===== src/rtl/multicycle_control_pkg.sv =====
`default_nettype none
// ============================================================================
// Module      : multicycle_control_pkg
// Description : Shared encodings for the multicycle MIPS control unit.
//               Contents: FSM state codes, opcodes, ALU/PC mux selects,
//               exception vector and the control-word struct.
// Revision    : 1.0 - initial release
// ============================================================================
package multicycle_control_pkg;

    // FSM state encodings (4-bit; codes 13-15 are unused)
    localparam logic [3:0] FETCH     = 4'd0;
    localparam logic [3:0] DECODE    = 4'd1;
    localparam logic [3:0] MEMADDR   = 4'd2;
    localparam logic [3:0] MEMREAD   = 4'd3;
    localparam logic [3:0] MEMWB     = 4'd4;
    localparam logic [3:0] MEMWRITE  = 4'd5;
    localparam logic [3:0] EXEC      = 4'd6;
    localparam logic [3:0] RCOMPLETE = 4'd7;
    localparam logic [3:0] BRANCH    = 4'd8;
    localparam logic [3:0] JUMP      = 4'd9;
    localparam logic [3:0] ADDIEX    = 4'd10;
    localparam logic [3:0] ADDIWB    = 4'd11;
    localparam logic [3:0] EXCEPT    = 4'd12;

    // Instruction opcodes (instruction[31:26])
    localparam logic [5:0] OP_RTYPE = 6'b000000;
    localparam logic [5:0] OP_LW    = 6'b100011;
    localparam logic [5:0] OP_SW    = 6'b101011;
    localparam logic [5:0] OP_BEQ   = 6'b000100;
    localparam logic [5:0] OP_J     = 6'b000010;
    localparam logic [5:0] OP_ADDI  = 6'b001000;

    // ALUOp codes
    localparam logic [1:0] ALUOP_ADD   = 2'b00;
    localparam logic [1:0] ALUOP_SUB   = 2'b01;
    localparam logic [1:0] ALUOP_FUNCT = 2'b10;

    // PCSource codes
    localparam logic [1:0] PCSRC_ALU    = 2'b00;
    localparam logic [1:0] PCSRC_ALUOUT = 2'b01;
    localparam logic [1:0] PCSRC_JUMP   = 2'b10;
    localparam logic [1:0] PCSRC_EXC    = 2'b11;

    // ALUSrcB codes
    localparam logic [1:0] SRCB_REG      = 2'b00;
    localparam logic [1:0] SRCB_FOUR     = 2'b01;
    localparam logic [1:0] SRCB_IMM      = 2'b10;
    localparam logic [1:0] SRCB_IMM_SHL2 = 2'b11;

    // Exception cause codes held in the IntCause register
    localparam logic CAUSE_UNDEF = 1'b0;
    localparam logic CAUSE_OVF   = 1'b1;

    // Address the datapath loads into PC when PCSource selects the exception input
    localparam logic [31:0] EXC_VECTOR = 32'h8000_0180;

    // Per-state control word produced by the output decoder
    typedef struct packed {
        logic       pc_write;
        logic       pc_write_cond;
        logic       iord;
        logic       mem_read;
        logic       mem_write;
        logic       ir_write;
        logic       mem_to_reg;
        logic       alu_src_a;
        logic       reg_write;
        logic       reg_dst;
        logic       epc_write;
        logic       cause_write;
        logic [1:0] pc_source;
        logic [1:0] alu_op;
        logic [1:0] alu_src_b;
    } ctrl_t;

endpackage : multicycle_control_pkg
`default_nettype wire


===== src/rtl/mc_output_decode.sv =====
`default_nettype none
// ============================================================================
// Module      : mc_output_decode
// Description : Combinational state-to-control-word decoder. Pure Moore
//               outputs, except PCWrite in FETCH (mem_ready) and RegWrite
//               in the ALU write-back states (suppressed on overflow).
// Revision    : 1.0 - initial release
// ============================================================================
module mc_output_decode
    import multicycle_control_pkg::*;
(
    input  logic [3:0] state,
    input  logic       over_flow,
    input  logic       mem_ready,
    output ctrl_t      ctrl
);

    // Decode the current state into the datapath control word
    always_comb begin
        ctrl = '0;
        case (state)
            FETCH: begin
                ctrl.mem_read  = 1'b1;
                ctrl.ir_write  = 1'b1;
                ctrl.alu_src_b = SRCB_FOUR;
                ctrl.alu_op    = ALUOP_ADD;
                ctrl.pc_source = PCSRC_ALU;
                // PC+4 is committed only when the instruction word arrives
                ctrl.pc_write  = mem_ready;
            end
            DECODE: begin
                ctrl.alu_src_b = SRCB_IMM_SHL2;
                ctrl.alu_op    = ALUOP_ADD;
            end
            MEMADDR, ADDIEX: begin
                ctrl.alu_src_a = 1'b1;
                ctrl.alu_src_b = SRCB_IMM;
                ctrl.alu_op    = ALUOP_ADD;
            end
            MEMREAD: begin
                ctrl.mem_read = 1'b1;
                ctrl.iord     = 1'b1;
            end
            MEMWB: begin
                ctrl.reg_write  = 1'b1;
                ctrl.mem_to_reg = 1'b1;
            end
            MEMWRITE: begin
                ctrl.mem_write = 1'b1;
                ctrl.iord      = 1'b1;
            end
            EXEC: begin
                ctrl.alu_src_a = 1'b1;
                ctrl.alu_src_b = SRCB_REG;
                ctrl.alu_op    = ALUOP_FUNCT;
            end
            RCOMPLETE: begin
                ctrl.reg_dst   = 1'b1;
                ctrl.reg_write = ~over_flow;
            end
            BRANCH: begin
                ctrl.alu_src_a     = 1'b1;
                ctrl.alu_src_b     = SRCB_REG;
                ctrl.alu_op        = ALUOP_SUB;
                ctrl.pc_write_cond = 1'b1;
                ctrl.pc_source     = PCSRC_ALUOUT;
            end
            JUMP: begin
                ctrl.pc_write  = 1'b1;
                ctrl.pc_source = PCSRC_JUMP;
            end
            ADDIWB: begin
                ctrl.reg_write = ~over_flow;
            end
            EXCEPT: begin
                // ALU computes PC-4 for EPC while PC jumps to the vector
                ctrl.epc_write   = 1'b1;
                ctrl.cause_write = 1'b1;
                ctrl.alu_src_b   = SRCB_FOUR;
                ctrl.alu_op      = ALUOP_SUB;
                ctrl.pc_write    = 1'b1;
                ctrl.pc_source   = PCSRC_EXC;
            end
            default: ctrl = '0;
        endcase
    end

endmodule : mc_output_decode
`default_nettype wire


===== src/rtl/multicycle_control.sv =====
`default_nettype none
// ============================================================================
// Module      : multicycle_control
// Description : Multicycle MIPS control FSM. Holds the state and IntCause
//               registers and the next-state logic; control outputs come
//               from mc_output_decode.
// Revision    : 1.0 - initial release
// ============================================================================
module multicycle_control
    import multicycle_control_pkg::*;
(
    input  logic       clk,
    input  logic       rst,
    input  logic [5:0] Opcode,
    input  logic       Zero,
    input  logic       OverFlow,
    input  logic       mem_ready,
    output logic       PCWrite,
    output logic       PCWriteCond,
    output logic       IorD,
    output logic       MemRead,
    output logic       MemWrite,
    output logic       IRWrite,
    output logic       MemtoReg,
    output logic       ALUSrcA,
    output logic       RegWrite,
    output logic       RegDst,
    output logic       EPCWrite,
    output logic       CauseWrite,
    output logic       IntCause,
    output logic [1:0] PCSource,
    output logic [1:0] ALUOp,
    output logic [1:0] ALUSrcB,
    output logic [3:0] state
);

    logic [3:0] next_state;
    logic       load_cause;
    logic       cause_value;
    ctrl_t      ctrl;

    // Zero is consumed by the datapath together with PCWriteCond
    logic unused_zero;
    assign unused_zero = Zero;

    // Next-state selection and IntCause load on every transition into EXCEPT
    always_comb begin
        next_state  = FETCH;
        load_cause  = 1'b0;
        cause_value = CAUSE_UNDEF;
        case (state)
            FETCH:    next_state = mem_ready ? DECODE : FETCH;
            DECODE: begin
                case (Opcode)
                    OP_RTYPE:     next_state = EXEC;
                    OP_LW, OP_SW: next_state = MEMADDR;
                    OP_BEQ:       next_state = BRANCH;
                    OP_J:         next_state = JUMP;
                    OP_ADDI:      next_state = ADDIEX;
                    default: begin
                        next_state  = EXCEPT;
                        load_cause  = 1'b1;
                        cause_value = CAUSE_UNDEF;
                    end
                endcase
            end
            MEMADDR:  next_state = (Opcode == OP_SW) ? MEMWRITE : MEMREAD;
            MEMREAD:  next_state = mem_ready ? MEMWB : MEMREAD;
            MEMWB:    next_state = FETCH;
            MEMWRITE: next_state = mem_ready ? FETCH : MEMWRITE;
            EXEC:     next_state = RCOMPLETE;
            ADDIEX:   next_state = ADDIWB;
            RCOMPLETE, ADDIWB: begin
                if (OverFlow) begin
                    next_state  = EXCEPT;
                    load_cause  = 1'b1;
                    cause_value = CAUSE_OVF;
                end else begin
                    next_state = FETCH;
                end
            end
            BRANCH:   next_state = FETCH;
            JUMP:     next_state = FETCH;
            EXCEPT:   next_state = FETCH;
            default:  next_state = FETCH;   // unused codes 13-15 recover
        endcase
    end

    // State register; reset lands in FETCH immediately
    always_ff @(posedge clk or negedge rst) begin
        if (!rst) begin
            state <= FETCH;
        end else begin
            state <= next_state;
        end
    end

    // IntCause register, written only when entering EXCEPT
    always_ff @(posedge clk or negedge rst) begin
        if (!rst) begin
            IntCause <= CAUSE_UNDEF;
        end else if (load_cause) begin
            IntCause <= cause_value;
        end
    end

    mc_output_decode u_decode (
        .state     (state),
        .over_flow (OverFlow),
        .mem_ready (mem_ready),
        .ctrl      (ctrl)
    );

    // While reset is held, FETCH must not commit the PC or the instruction register
    assign PCWrite     = ctrl.pc_write & rst;
    assign IRWrite     = ctrl.ir_write & rst;
    assign PCWriteCond = ctrl.pc_write_cond;
    assign IorD        = ctrl.iord;
    assign MemRead     = ctrl.mem_read;
    assign MemWrite    = ctrl.mem_write;
    assign MemtoReg    = ctrl.mem_to_reg;
    assign ALUSrcA     = ctrl.alu_src_a;
    assign RegWrite    = ctrl.reg_write;
    assign RegDst      = ctrl.reg_dst;
    assign EPCWrite    = ctrl.epc_write;
    assign CauseWrite  = ctrl.cause_write;
    assign PCSource    = ctrl.pc_source;
    assign ALUOp       = ctrl.alu_op;
    assign ALUSrcB     = ctrl.alu_src_b;

endmodule : multicycle_control
`default_nettype wire


===== config.mk =====
export PLATFORM = sky130hd
export DESIGN_NAME = multicycle_control
export DESIGN_NICKNAME = d
export VERILOG_FILES = /design/src/rtl/multicycle_control_pkg.sv /design/src/rtl/mc_output_decode.sv /design/src/rtl/multicycle_control.sv
export SDC_FILE = /design/constraint.sdc
export NUM_CORES = 1
export LEC_CHECK = 0
export ABC_AREA = 1
export CAP_MARGIN = 20
export CORE_AREA = 2 2 39 41
export DETAILED_ROUTE_END_ITERATION = 7
export DIE_AREA = 0 0 41 43
export DONT_BUFFER_PORTS = 1
export PLACE_DENSITY = 0.58
export SLEW_MARGIN = 20
export SYNTH_ARGS = -nofsm -noshare
export SYNTH_HDL_FRONTEND = slang
export SYNTH_SLANG_ARGS = --single-unit

===== constraint.sdc =====
create_clock -name clk -period 1.3 [get_ports clk]
set_input_delay 0 -clock clk [delete_from_list [all_inputs] [get_ports clk]]
set_output_delay 0 -clock clk [all_outputs]
set_load 0.05 [all_outputs]

==> impl_metrics.ini <==
[route]
wl_per_cell_microns = 17.8
dr.pass1.iters = 5
routed_wl_mm = 2.87
first_iter_violations = 47
drc_errors = 0
ant_nets = 0
vias = 937
vias_per_cell = 5.82

[timing]
worst_pin_slew_ns = 0.258
fin_skew_ns = 0.00342
report.final.slew_viol_count = 0
min_period_over_period = 1.13
period_minus_slack_ns = 1.47
setup_viol = 19
layout_setup_ws_ns = -0.168
maxSlewHeadroom = 0.828
rsz0062_at_grt = yes
final-hold-violation-count = 0
max_freq_mhz = 681

[placement]
io_buffers = 0
gp_congestion = 0.834
place_hpwl_mm = 1.41

[layout]
antenna_cells = 0
seq_area_sq_um = 130
drive_gt1_frac = 0.566
fin_nets = 157
n_fill_cell = 56
fin_util = 0.910
synthToLayoutAreaGrowth_pct = 120
multi_input_area_sq_um = 514

[cts]
cts_tree = done
cts_buffer_depth = 2
cts_max_level = 1
clock_latency_ns = 0.25
cts-root-buf = clkbuf_4
clkSlewWorstSetupHoldPaths_ns = 0.05
cts_buffers = 3
cts.sinks = 5

[floorplan]
ios = 34
core_region_area_sq_um = 1380
rows = 14
initial_core_util = 0.414
dieArea_sq_um = 1760
die_h_microns = 43
die_w_microns = 41

[global_routing]
grt_pass1_wl_mm = 3.08
antenna_found_initial = 0
grt_pass1_vias = 763
track_usage = 0.252
overflow = 0
grt_max_degree = 7

[logic_synthesis]
synth_common_cells = nor2_1, nand2_1, inv_1
yosysTopAreaCell = dfrtp_1
synth_area_leaders = dfrtp_1, nor2_1, nand2_1
yosysMostFrequentCell = nor2_1
ys_types = 16
yosysSeqAreaShare = 0.218
syn_nets = 119
synth_async_sr_flop_share = 1.00
synth.top_cell.area_share = 0.218
ys_ff_latch = 5
netlist_instances = 108
avgSynthCellArea_sq_um = 5.31
synthFlopType = dfrtp_1
synth_area_sq_um = 573
synth_warnings = 0
synth_enable_flop_cells = 0

[outcome]
status = finished, violations left
violations = negative setup slack

[setup_path]
critical_path.max_fanout = 5
cp-endpoint = PCWrite
r2r_slack_ns = -0.04
reg2reg_depth = 8
r2r_end = state[2]
worstPathRequired_ns = 1.30
path_class = flop to output pin
startpoint = state[1]
start_kind = flop
arrival_ns = 1.47
endpoint_kind = output pin
timing.rr.start = state[2]

[hold_path]
min_path_type = input pin to flop
hold_path_startpoint = mem_ready

[job]
drv_cap = 0

[power_and_ir_drop]
p_leak_uw = 0.000633
report.power.total_uw = 4000
peakVddDrop_mv = 1.87
p_per_area_nw_per_um2 = 3180
## routing by layer
layer / track usage / vias to the layer above / part of all wire
met1: 0.279 / 440 / 0.34
met3: 0.0628 / 14 / 0.096
met5: 0 / - / 0
li1: - / 404 / -
met4: 0.113 / 0 / 0.036
met2: 0.422 / 79 / 0.52
## layout by cell type (no fill, tap or decap), drive strengths merged
cell type    instances
a31oi                1
nor2                29
o22ai                1
clkbuf               4
nand4                2
inv                 22
o21ai                4
nand2               29
buf                 30
dlygate4sd3          4
clkinvlp             1
nand3               13
dfrtp                5
## flip-flops by register name, indices dropped and copies added (netlist names)
signal / cells
state: 4
IntCause: 1
## metrics by stage
stage / TNS [ns] / instance area (sq um) / setup WS (ns) / hold slack, ns / std cells
after floorplan: -0.201 / 651 / -0.115 / -0.296 / 108
after global placement: 0 / 1020 / 0.128 / -0.295 / 145
after detailed placement: 0 / 1020 / 0.0885 / -0.295 / 145
after CTS: -0.357 / 1150 / -0.0890 / 0.00428 / 157
after global routing: -2.09 / 1260 / -0.243 / 0.0139 / 161
final: -1.26 / 1260 / -0.168 / 0.0132 / 161
## worst min-delay path by stage
stage / to / slack (ns) / cells past startpoint
6_report: state[0] / 0.01 / 3
5_1_grt: state[0] / 0.01 / 3
4_1_cts: state[0] / 0.004 / 3
3_5_place_dp: state[3] / -0.30 / 0
3_3_place_gp: state[3] / -0.30 / 0
2_1_floorplan: IntCause / -0.30 / 0
## worst max-delay path, stage by stage, from the launching register on
cell	delay, ns
dfrtp_2	0.46
nor2_4	0.19
nand3_4	0.15
a31oi_4	0.26
buf_12	0.16
## cell families after synthesis
logic type | Yosys count | share of synthesized area
AO/OA/AOI/OAI | 6 | 0.0633
buffers and inverters | 24 | 0.164
flip-flops | 5 | 0.218
AND/OR/NAND/NOR | 73 | 0.555
## final cells by class
cell class | instances | share of cell area
Sequential cell | 5 | 0.103
Clock buffer | 4 | 0.0209
Inverter | 23 | 0.0735
Timing Repair Buffer | 34 | 0.378
Multi-Input combinational cell | 79 | 0.408
Tap cell | 16 | 0.0159
## where the power goes
part	switching, uW	leakage [uW]	internal, uW
Sequential	133	0.0000611	223
Clock	74.8	0.0000150	117
Combinational	2120	0.000557	1340
## timing repair
action                                  in CTS  in global routing
hold buffers                                 4                  0
gates resized for setup                      9                 23
hold endpoints to repair                     7                  0
setup buffers                                4                  4
pin swaps                                    2                  4
endpoints found under the setup margin       8                 20
Power figures use the tool's default switching activity.
